File: src/rtl/blackjack_table_ctrl.sv
// Blackjack round controller: deals from an LFSR (or forced test card), runs player
// hit/stay, plays the dealer to the stand threshold, resolves and keeps tallies.
module blackjack_table_ctrl #(
  parameter int unsigned HAND_W       = 6,
  parameter int unsigned CARD_MAX     = 10,
  parameter int unsigned BUST_LIMIT   = 21,
  parameter int unsigned DEALER_STAND = 17,
  parameter int unsigned CNT_W        = 8,
  parameter logic [15:0] LFSR_SEED    = 16'hACE1
) (
  input  logic              Clock,
  input  logic              resetn,
  input  logic              new_game,
  input  logic              hit,
  input  logic              stay,
  input  logic              test_mode,
  input  logic [3:0]        test_card,
  output logic [HAND_W-1:0] player_hand,
  output logic [HAND_W-1:0] dealer_hand,
  output logic              z_play,
  output logic              z_win,
  output logic              z_lose,
  output logic              z_push,
  output logic              z_bust,
  output logic              z_dbust,
  output logic              busy,
  output logic [CNT_W-1:0]  win_count,
  output logic [CNT_W-1:0]  loss_count
);

  localparam logic [15:0] LFSR_TAPS = 16'hB400;

  typedef enum logic [3:0] {
    S_IDLE, S_DEAL, S_PLAY, S_DEALER, S_RESOLVE,
    S_WIN, S_LOSE, S_PUSH, S_BUST, S_DBUST
  } state_e;

  state_e             state_q, state_d;
  logic [1:0]         deal_cnt_q, deal_cnt_d;
  logic [HAND_W-1:0]  player_q, player_d;
  logic [HAND_W-1:0]  dealer_q, dealer_d;
  logic [CNT_W-1:0]   win_q, win_d;
  logic [CNT_W-1:0]   loss_q, loss_d;
  logic [15:0]        lfsr_q, lfsr_d;
  logic               z_play_q, z_win_q, z_lose_q, z_push_q, z_bust_q, z_dbust_q, busy_q;
  logic               z_play_d, z_win_d, z_lose_d, z_push_d, z_bust_d, z_dbust_d, busy_d;
  logic [HAND_W-1:0]  card_c;
  logic [HAND_W-1:0]  player_sum_c;
  logic [HAND_W-1:0]  dealer_sum_c;

  // Card source and the two hand adders
  always_comb begin
    if (test_mode) card_c = HAND_W'(test_card);
    else           card_c = HAND_W'(lfsr_q % 16'(CARD_MAX)) + HAND_W'(1);
    player_sum_c = player_q + card_c;
    dealer_sum_c = dealer_q + card_c;
    lfsr_d = {1'b0, lfsr_q[15:1]} ^ (lfsr_q[0] ? LFSR_TAPS : 16'h0000);
  end

  // Next state, hands and tallies; flags decode the next state so they register alongside it
  always_comb begin
    state_d    = state_q;
    deal_cnt_d = deal_cnt_q;
    player_d   = player_q;
    dealer_d   = dealer_q;
    win_d      = win_q;
    loss_d     = loss_q;
    case (state_q)
      S_IDLE, S_WIN, S_LOSE, S_PUSH, S_BUST, S_DBUST: begin
        if (new_game) begin
          state_d    = S_DEAL;
          player_d   = '0;
          dealer_d   = '0;
          deal_cnt_d = '0;
        end
      end
      S_DEAL: begin
        if (deal_cnt_q[0]) dealer_d = dealer_sum_c;
        else               player_d = player_sum_c;
        deal_cnt_d = deal_cnt_q + 2'd1;
        if (deal_cnt_q == 2'd3) state_d = S_PLAY;
      end
      S_PLAY: begin
        if (hit && !stay) begin
          player_d = player_sum_c;
          if (player_sum_c > HAND_W'(BUST_LIMIT)) begin
            state_d = S_BUST;
            if (loss_q != '1) loss_d = loss_q + CNT_W'(1);
          end
        end else if (stay && !hit) begin
          state_d = S_DEALER;
        end
      end
      S_DEALER: begin
        if (dealer_q < HAND_W'(DEALER_STAND)) begin
          dealer_d = dealer_sum_c;
          if (dealer_sum_c > HAND_W'(BUST_LIMIT)) begin
            state_d = S_DBUST;
            if (win_q != '1) win_d = win_q + CNT_W'(1);
          end
        end else begin
          state_d = S_RESOLVE;
        end
      end
      S_RESOLVE: begin
        if (player_q > dealer_q) begin
          state_d = S_WIN;
          if (win_q != '1) win_d = win_q + CNT_W'(1);
        end else if (player_q < dealer_q) begin
          state_d = S_LOSE;
          if (loss_q != '1) loss_d = loss_q + CNT_W'(1);
        end else begin
          state_d = S_PUSH;
        end
      end
      default: state_d = S_IDLE;
    endcase

    z_play_d  = (state_d == S_PLAY);
    z_win_d   = (state_d == S_WIN);
    z_lose_d  = (state_d == S_LOSE);
    z_push_d  = (state_d == S_PUSH);
    z_bust_d  = (state_d == S_BUST);
    z_dbust_d = (state_d == S_DBUST);
    busy_d    = (state_d == S_DEAL) || (state_d == S_DEALER) || (state_d == S_RESOLVE);
  end

  always_ff @(posedge Clock or negedge resetn) begin
    if (!resetn) begin
      state_q    <= S_IDLE;
      deal_cnt_q <= '0;
      player_q   <= '0;
      dealer_q   <= '0;
      win_q      <= '0;
      loss_q     <= '0;
      lfsr_q     <= LFSR_SEED;
      z_play_q   <= 1'b0;
      z_win_q    <= 1'b0;
      z_lose_q   <= 1'b0;
      z_push_q   <= 1'b0;
      z_bust_q   <= 1'b0;
      z_dbust_q  <= 1'b0;
      busy_q     <= 1'b0;
    end else begin
      state_q    <= state_d;
      deal_cnt_q <= deal_cnt_d;
      player_q   <= player_d;
      dealer_q   <= dealer_d;
      win_q      <= win_d;
      loss_q     <= loss_d;
      lfsr_q     <= lfsr_d;
      z_play_q   <= z_play_d;
      z_win_q    <= z_win_d;
      z_lose_q   <= z_lose_d;
      z_push_q   <= z_push_d;
      z_bust_q   <= z_bust_d;
      z_dbust_q  <= z_dbust_d;
      busy_q     <= busy_d;
    end
  end

  assign player_hand = player_q;
  assign dealer_hand = dealer_q;
  assign win_count   = win_q;
  assign loss_count  = loss_q;
  assign z_play      = z_play_q;
  assign z_win       = z_win_q;
  assign z_lose      = z_lose_q;
  assign z_push      = z_push_q;
  assign z_bust      = z_bust_q;
  assign z_dbust     = z_dbust_q;
  assign busy        = busy_q;

endmodule

File: config.mk
export PLATFORM = sky130hd
export DESIGN_NAME = blackjack_table_ctrl
export DESIGN_NICKNAME = d
export VERILOG_FILES = /design/src/rtl/blackjack_table_ctrl.sv
export SDC_FILE = /design/constraint.sdc
export NUM_CORES = 1
export LEC_CHECK = 0
export CORE_MARGIN = 2
export CORE_UTILIZATION = 40
export CTS_CLUSTER_DIAMETER = 50
export DETAILED_ROUTE_END_ITERATION = 7
export PLACE_DENSITY = 0.57
export SYNTH_ARGS = -nofsm -noshare
export SYNTH_HDL_FRONTEND = slang
export SYNTH_SLANG_ARGS = --single-unit
File: constraint.sdc
create_clock -name Clock -period 22.1 [get_ports Clock]
set_clock_uncertainty 0.15 [all_clocks]
set_input_delay 4.42 -clock Clock [delete_from_list [all_inputs] [get_ports Clock]]
set_output_delay 4.42 -clock Clock [all_outputs]
set_load 0.03 [all_outputs]
==> flow_metrics.env, run 1 <==
export IMPL_syn_to_final_growth_pct=15.41
export IMPL_final_hold_viol_count=0
export IMPL_htree_levels=3
export IMPL_yosysTopAreaCell="dfrtp_1"
export IMPL_ys_top_cells_by_area="dfrtp_1, ha_1, nand2_1"
export IMPL_wl_per_cell_um=15.55
export IMPL_placed_area_sq_um=5348
export IMPL_power_leakage_nw=2.389
export IMPL_gr_total_overflow=0
export IMPL_slowest_stage="o311ai_2"
export IMPL_clk_pin_slew_ns=0.05
export IMPL_hold_path_depth=0
export IMPL_critPathArrivalTime_ns=10.06
export IMPL_final_nets=630
export IMPL_finalInstanceArea_sq_um=5623
export IMPL_start_util_pct=40.73
export IMPL_timing_max_cap_violations=0
export IMPL_path_class="register to register"
export IMPL_grt_use_met2_pct=28.97
export IMPL_fin_tns_setup_ns=0
export IMPL_worst_slew_pin_slew_ns=1.062
export IMPL_ys_seq_area_share_pct=29.48
export IMPL_synth_edf_count=0
export IMPL_finalSetupViolCount=0
export IMPL_postCtsSetupBuffers=0
export IMPL_busiest_layer="met2"
export IMPL_die_area_sq_um=13080
export IMPL_finalCritPeriodShare_pct=45.28
export IMPL_detailroute_via_count=4443
export IMPL_synth_area_sq_um=4872
export IMPL_grt_pass1_wl_um=20010
export IMPL_coreArea_sq_um=11960
export IMPL_clockBufferDepth=2
export IMPL_worstSetupEndpointType="register"
export IMPL_synthDistinctLibCells=91
export IMPL_fmax_ghz=0.09993
export IMPL_yosysMostFrequentCell="nand2_1"
export IMPL_drt_total_wl_um=11660
export IMPL_seqCellArea_sq_um=1436
export IMPL_cp_start_kind="register"
export IMPL_cts_root_buf="clkbuf_16"
export IMPL_synth_top_area_share_pct=25.17
export IMPL_track_usage_pct=18.57
export IMPL_grt_use_met1_pct=25.84
export IMPL_ys_warn_count=0
export IMPL_cp_required_ns=22.15
export IMPL_diodes=0
export IMPL_fp_row_count=40
export IMPL_dr_pass1_iters=5
export IMPL_cts_resized=0
export IMPL_dp_hpwl_um=8500
export IMPL_antenna_found_initial=0
export IMPL_cts_tree="done"
export IMPL_ys_flop_type="dfrtp_1"
export IMPL_clk_latency_ns=0.32
export IMPL_hp_class="register to register"
export IMPL_final_max_slew_viol_count=0
export IMPL_ios=45
export IMPL_drtIter0Drc=349
export IMPL_drc=0
export IMPL_finalPower_mw=0.5047
export IMPL_multi_input_area_sq_um=3172
export IMPL_r2r_cells=34
export IMPL_gp_congestion=0.9156
export IMPL_grtUsageMet3_pct=3.494
export IMPL_postSynthCellCount=569
export IMPL_cts_buffers=9
export IMPL_clock_sinks=57
export IMPL_fin_crit_ns=10.01
export IMPL_critPathMaxFanout=23
export IMPL_crit_path_max_incr_delay_ns=0.78
export IMPL_synth_top_cells_by_count="nand2_1, dfrtp_1, nor2_1"
export IMPL_rsz0062_at_grt="false"
export IMPL_cts_hold_buf=0
export IMPL_grt_pass1_vias=4116
export IMPL_post_place_cells=734
export IMPL_power_density_nw_per_um2=89.76
export IMPL_port_buffers=44
export IMPL_slew_headroom_pct=28.81
export IMPL_final_antenna_net_count=0
export IMPL_die_w_um=114.4
export IMPL_fin_cells=750
export IMPL_die_y_um=114.4
export IMPL_drive_above_1_share_pct=9.784
export IMPL_synth_avg_cell_area_sq_um=8.563
export IMPL_finish_utilization_pct=47.01
export IMPL_outcome="completed"
export IMPL_num_fill_cells=1129
export IMPL_synthArstFlopShare_pct=100.0
export IMPL_ys_ff_latch=57
export IMPL_ir_drop_v=0.00008004
export IMPL_grt_max_degree=58
export IMPL_viasPerCell=5.924
## state kept, by name, indices dropped and copies added (netlist names)
name and flops:
deal_cnt_q 2, busy 1, loss_count 8, z_bust 1, z_push 1, win_count 8
dealer_hand 6, state_q 4, z_play 1, z_dbust 1, z_win 1, player_hand 6
z_lose 1, lfsr_q 16
## per-stage QoR
| stage | setup WS (ns) | hold slack [ns] |
|---|---|---|
| after global routing | 11.28 | 0.2908 |
| after CTS | 12.07 | 0.2701 |
| after global placement | 12.43 | 0.2685 |
| after detailed placement | 12.06 | 0.2643 |
| final | 12.09 | 0.2700 |
| after floorplan | 13.89 | 0.2019 |
## cell type report
type | count | area share [%]
Clock inverter | 3 | 0.2670
Sequential cell | 57 | 25.55
Inverter | 28 | 1.869
Timing Repair Buffer | 46 | 8.011
Tap cell | 147 | 3.271
Clock buffer | 13 | 4.628
Multi-Input combinational cell | 456 | 56.41
## layout by cell type, fill, tap and decap left out, types with 12 or more instances in the layout
master	instances
inv_1	25
xor2_1	15
nor2_1	36
ha_1	20
clkdlybuf4s50_1	43
nand4_1	12
dfrtp_1	49
o21ai_0	26
nand2_1	62
xnor2_1	18
a21oi_1	30
nand3_1	22
## where the power goes
group | switching (mW) | internal, mW
Sequential | 0.0277 | 0.127
Clock | 0.0431 | 0.0811
Combinational | 0.133 | 0.0936
Total | 0.203 | 0.301
## critical path: cells and delay by family (launching register included)
kind                       cells  cell delay [ns]
DFF                            1             0.75
adders and majority gates      2             0.61
AOI/OAI and AO/OA             12             3.73
buffers and inverters          1             0.48
and+or+nand+nor               15             3.44
xor gates and xnor gates       3             0.32
muxes                          1             0.42
## layer usage
metal  share of wire, %  vias to the layer above
met1                 46                     2089
met3                5.8                       15
met2                 47                      159
met4                1.5                        0
li1                   -                     2180
met5                  0                        -
## logic make-up after synthesis
group	after synthesis	share of synthesized area (%)
other	1	0.07697
adders and majority gates	22	5.958
DFF	57	29.48
muxes	15	3.570
buffers and inverters	57	5.495
xor gates and xnor gates	33	5.932
and+or+nand+nor	220	24.27
AOI/OAI and AO/OA	164	25.22
## path summary, 6_finish.rpt
path	startpoint	endpoint	slack [ns]
setup / recovery	lfsr_q[14]$_DFF_PN0_	loss_count[6]$_DFFE_PN0P_	12.09
min in group asynchronous	resetn	loss_count[6]$_DFFE_PN0P_	4.09
hold reg to reg	lfsr_q[7]$_DFF_PN1_	lfsr_q[6]$_DFF_PN1_	0.27
hold / removal	lfsr_q[7]$_DFF_PN1_	lfsr_q[6]$_DFF_PN1_	0.27
setup reg to reg	lfsr_q[14]$_DFF_PN0_	loss_count[6]$_DFFE_PN0P_	12.09
max in group asynchronous	resetn	lfsr_q[4]$_DFF_PN0_	17.24
Power figures use the tool's default switching activity.
==> run 2: changes to the inputs <==
PLACE_DENSITY = 0.59   (was 0.57)
clock period = 8.6 ns   (was 22.1 ns; I/O delays follow)
==> flow_metrics.env, run 2 (synthesized netlist as in run 1, its figures left out) <==
export IMPL_port_buffers=44
export IMPL_wl_per_cell_um=16.20
export IMPL_r2r_end="loss_count[7]$_DFFE_PN0P_"
export IMPL_hold_start="lfsr_q[7]$_DFF_PN1_"
export IMPL_worstSetupEndpointType="register"
export IMPL_cp_common_cell="a21oi_2"
export IMPL_dr_pass1_iters=5
export IMPL_finalSetupViolCount=0
export IMPL_die_y_um=114.4
export IMPL_r2r_setup_slack_ns=0.17
export IMPL_final_cell_mix="nand2_1, buf_4, dfrtp_1"
export IMPL_clock_sinks=57
export IMPL_grt_pass1_wl_um=20920
export IMPL_timing_max_cap_violations=0
export IMPL_reg2reg_from="lfsr_q[15]$_DFF_PN1_"
export IMPL_clockBufferDepth=2
export IMPL_dr_max_layer_used="met4"
export IMPL_ir_drop_v=0.0001718
export IMPL_track_usage_pct=19.45
export IMPL_power_leakage_nw=2.729
export IMPL_clk_latency_ns=0.32
export IMPL_ios=45
export IMPL_worst_hold_slack_ns=0.2769
export IMPL_finish_utilization_pct=53.49
export IMPL_regMostFlops="lfsr_q"
export IMPL_path_class="register to register"
export IMPL_grt_max_degree=58
export IMPL_drtIter0Drc=274
export IMPL_whs_endpoint="lfsr_q[6]$_DFF_PN1_"
export IMPL_hold_path_depth=0
export IMPL_die_area_sq_um=13080
export IMPL_final_max_slew_viol_count=0
export IMPL_cts_tree="done"
export IMPL_htree_levels=3
export IMPL_power_density_nw_per_um2=211.9
export IMPL_layout_cells_most_common="nand2_1"
export IMPL_slew_headroom_pct=24.81
export IMPL_largest_reg_flops=16
export IMPL_coreArea_sq_um=11960
export IMPL_met2_wirelength_um=6255
export IMPL_final_hold_viol_count=0
export IMPL_drc=0
export IMPL_critPathArrivalTime_ns=8.52
export IMPL_cp_required_ns=8.69
export IMPL_viasPerCell=5.767
export IMPL_die_w_um=114.4
export IMPL_cts_buffers=9
export IMPL_worst_slew_pin_slew_ns=1.121
export IMPL_syn_to_final_growth_pct=31.33
export IMPL_final_antenna_net_count=0
export IMPL_final_nets=682
export IMPL_clk_pin_slew_ns=0.05
export IMPL_dp_hpwl_um=9105
export IMPL_cts_root_buf="clkbuf_16"
export IMPL_drt_total_wl_um=12990
export IMPL_slowest_stage="dfstp_2"
export IMPL_hp_class="register to register"
export IMPL_critPathMaxFanout=8
export IMPL_r2r_cells=38
export IMPL_gr_total_overflow=0
export IMPL_start_util_pct=40.73
export IMPL_fin_crit_ns=8.430
export IMPL_antenna_found_initial=0
export IMPL_detailroute_via_count=4625
export IMPL_fin_cells=802
export IMPL_finalCritPeriodShare_pct=98.03
export IMPL_crit_path_max_incr_delay_ns=0.59
export IMPL_wl_met1_um=6031
export IMPL_gp_congestion=0.8987
export IMPL_post_place_cells=761
export IMPL_outcome="completed"
export IMPL_diodes=0
export IMPL_dr_wl_met3_um=527
export IMPL_drive_above_1_share_pct=24.12
export IMPL_fp_row_count=40
export IMPL_fmax_ghz=0.1186
export IMPL_cp_start_kind="register"
export IMPL_rsz0062_at_grt="true"
export IMPL_grt_pass1_vias=4296
run 2: cell count changes in the layout (fill, tap and decap cells not counted), moves of 3 or more:
| cell | before | now |
|---|---|---|
| o21ai_0 | 26 | 23 |
| a21oi_1 | 30 | 21 |
| buf_4 | 2 | 50 |
| a2111oi_4 | 0 | 3 |
| a21oi_2 | 1 | 9 |
| buf_6 | 0 | 4 |
run 2: metal layers:
layer,up-vias,GRT usage (%)
met5,-,0
met1,2222,26.87
met3,16,3.388
met2,101,31.43
li1,2286,-
met4,0,5.447
run 2: area by class of cell:
cell class / instances / area, sq um
fillers: 1090 / 5563
multi-input cells: 456 / 3512
flip-flops and latches: 57 / 1438
repair buffers: 98 / 855.8
clock buffers: 13 / 260.3
well taps: 147 / 183.9
inverters: 28 / 108.9
clock inverters: 3 / 40.04
run 2: report_power, final:
group | switching, mW | internal, mW
Clock | 0.114 | 0.238
Combinational | 0.351 | 0.255
Sequential | 0.0722 | 0.326
Total | 0.537 | 0.819
run 2: timing repair:
item,4_1_cts,5_1_grt
setup endpoints to repair,14,25
gates resized for setup,5,72
setup buffers,5,20
pin swaps,2,50
hold buffers,0,0
run 2: worst max-delay path by stage:
stage,start,end,slack (ns)
6_report,lfsr_q[15]$_DFF_PN1_,loss_count[7]$_DFFE_PN0P_,0.17
5_1_grt,lfsr_q[15]$_DFF_PN1_,win_count[7]$_DFFE_PN0P_,-0.18
4_1_cts,lfsr_q[13]$_DFF_PN1_,loss_count[7]$_DFFE_PN0P_,0.0005
3_5_place_dp,lfsr_q[13]$_DFF_PN1_,loss_count[7]$_DFFE_PN0P_,-0.14
3_3_place_gp,lfsr_q[13]$_DFF_PN1_,loss_count[6]$_DFFE_PN0P_,0.11
2_1_floorplan,lfsr_q[13]$_DFF_PN1_,loss_count[6]$_DFFE_PN0P_,0.39
run 2: worst max-delay path: cells and delay by family (launching register included):
kind / cells / cell delay (ns)
adder cells (fa/ha/maj): 2 / 0.63
XOR/XNOR: 3 / 0.41
flip-flops: 1 / 0.59
AO/OA/AOI/OAI: 13 / 2.40
multiplexers: 1 / 0.29
AND/OR/NAND/NOR: 15 / 3.27
buffers and inverters: 4 / 0.59
run 2: stage by stage:
step                      setup TNS [ns]  setup WS (ns)  instance area, sq um  power, mW
after global routing             -0.9382        -0.1799                  6399      1.457
after detailed placement         -0.5730        -0.1424                  5550     0.9921
after floorplan                        0         0.3942                  4876     0.7908
final                                  0         0.1698                  6399      1.356
after CTS                              0      0.0004938                  5913      1.352
after global placement                 0         0.1053                  5550     0.9836
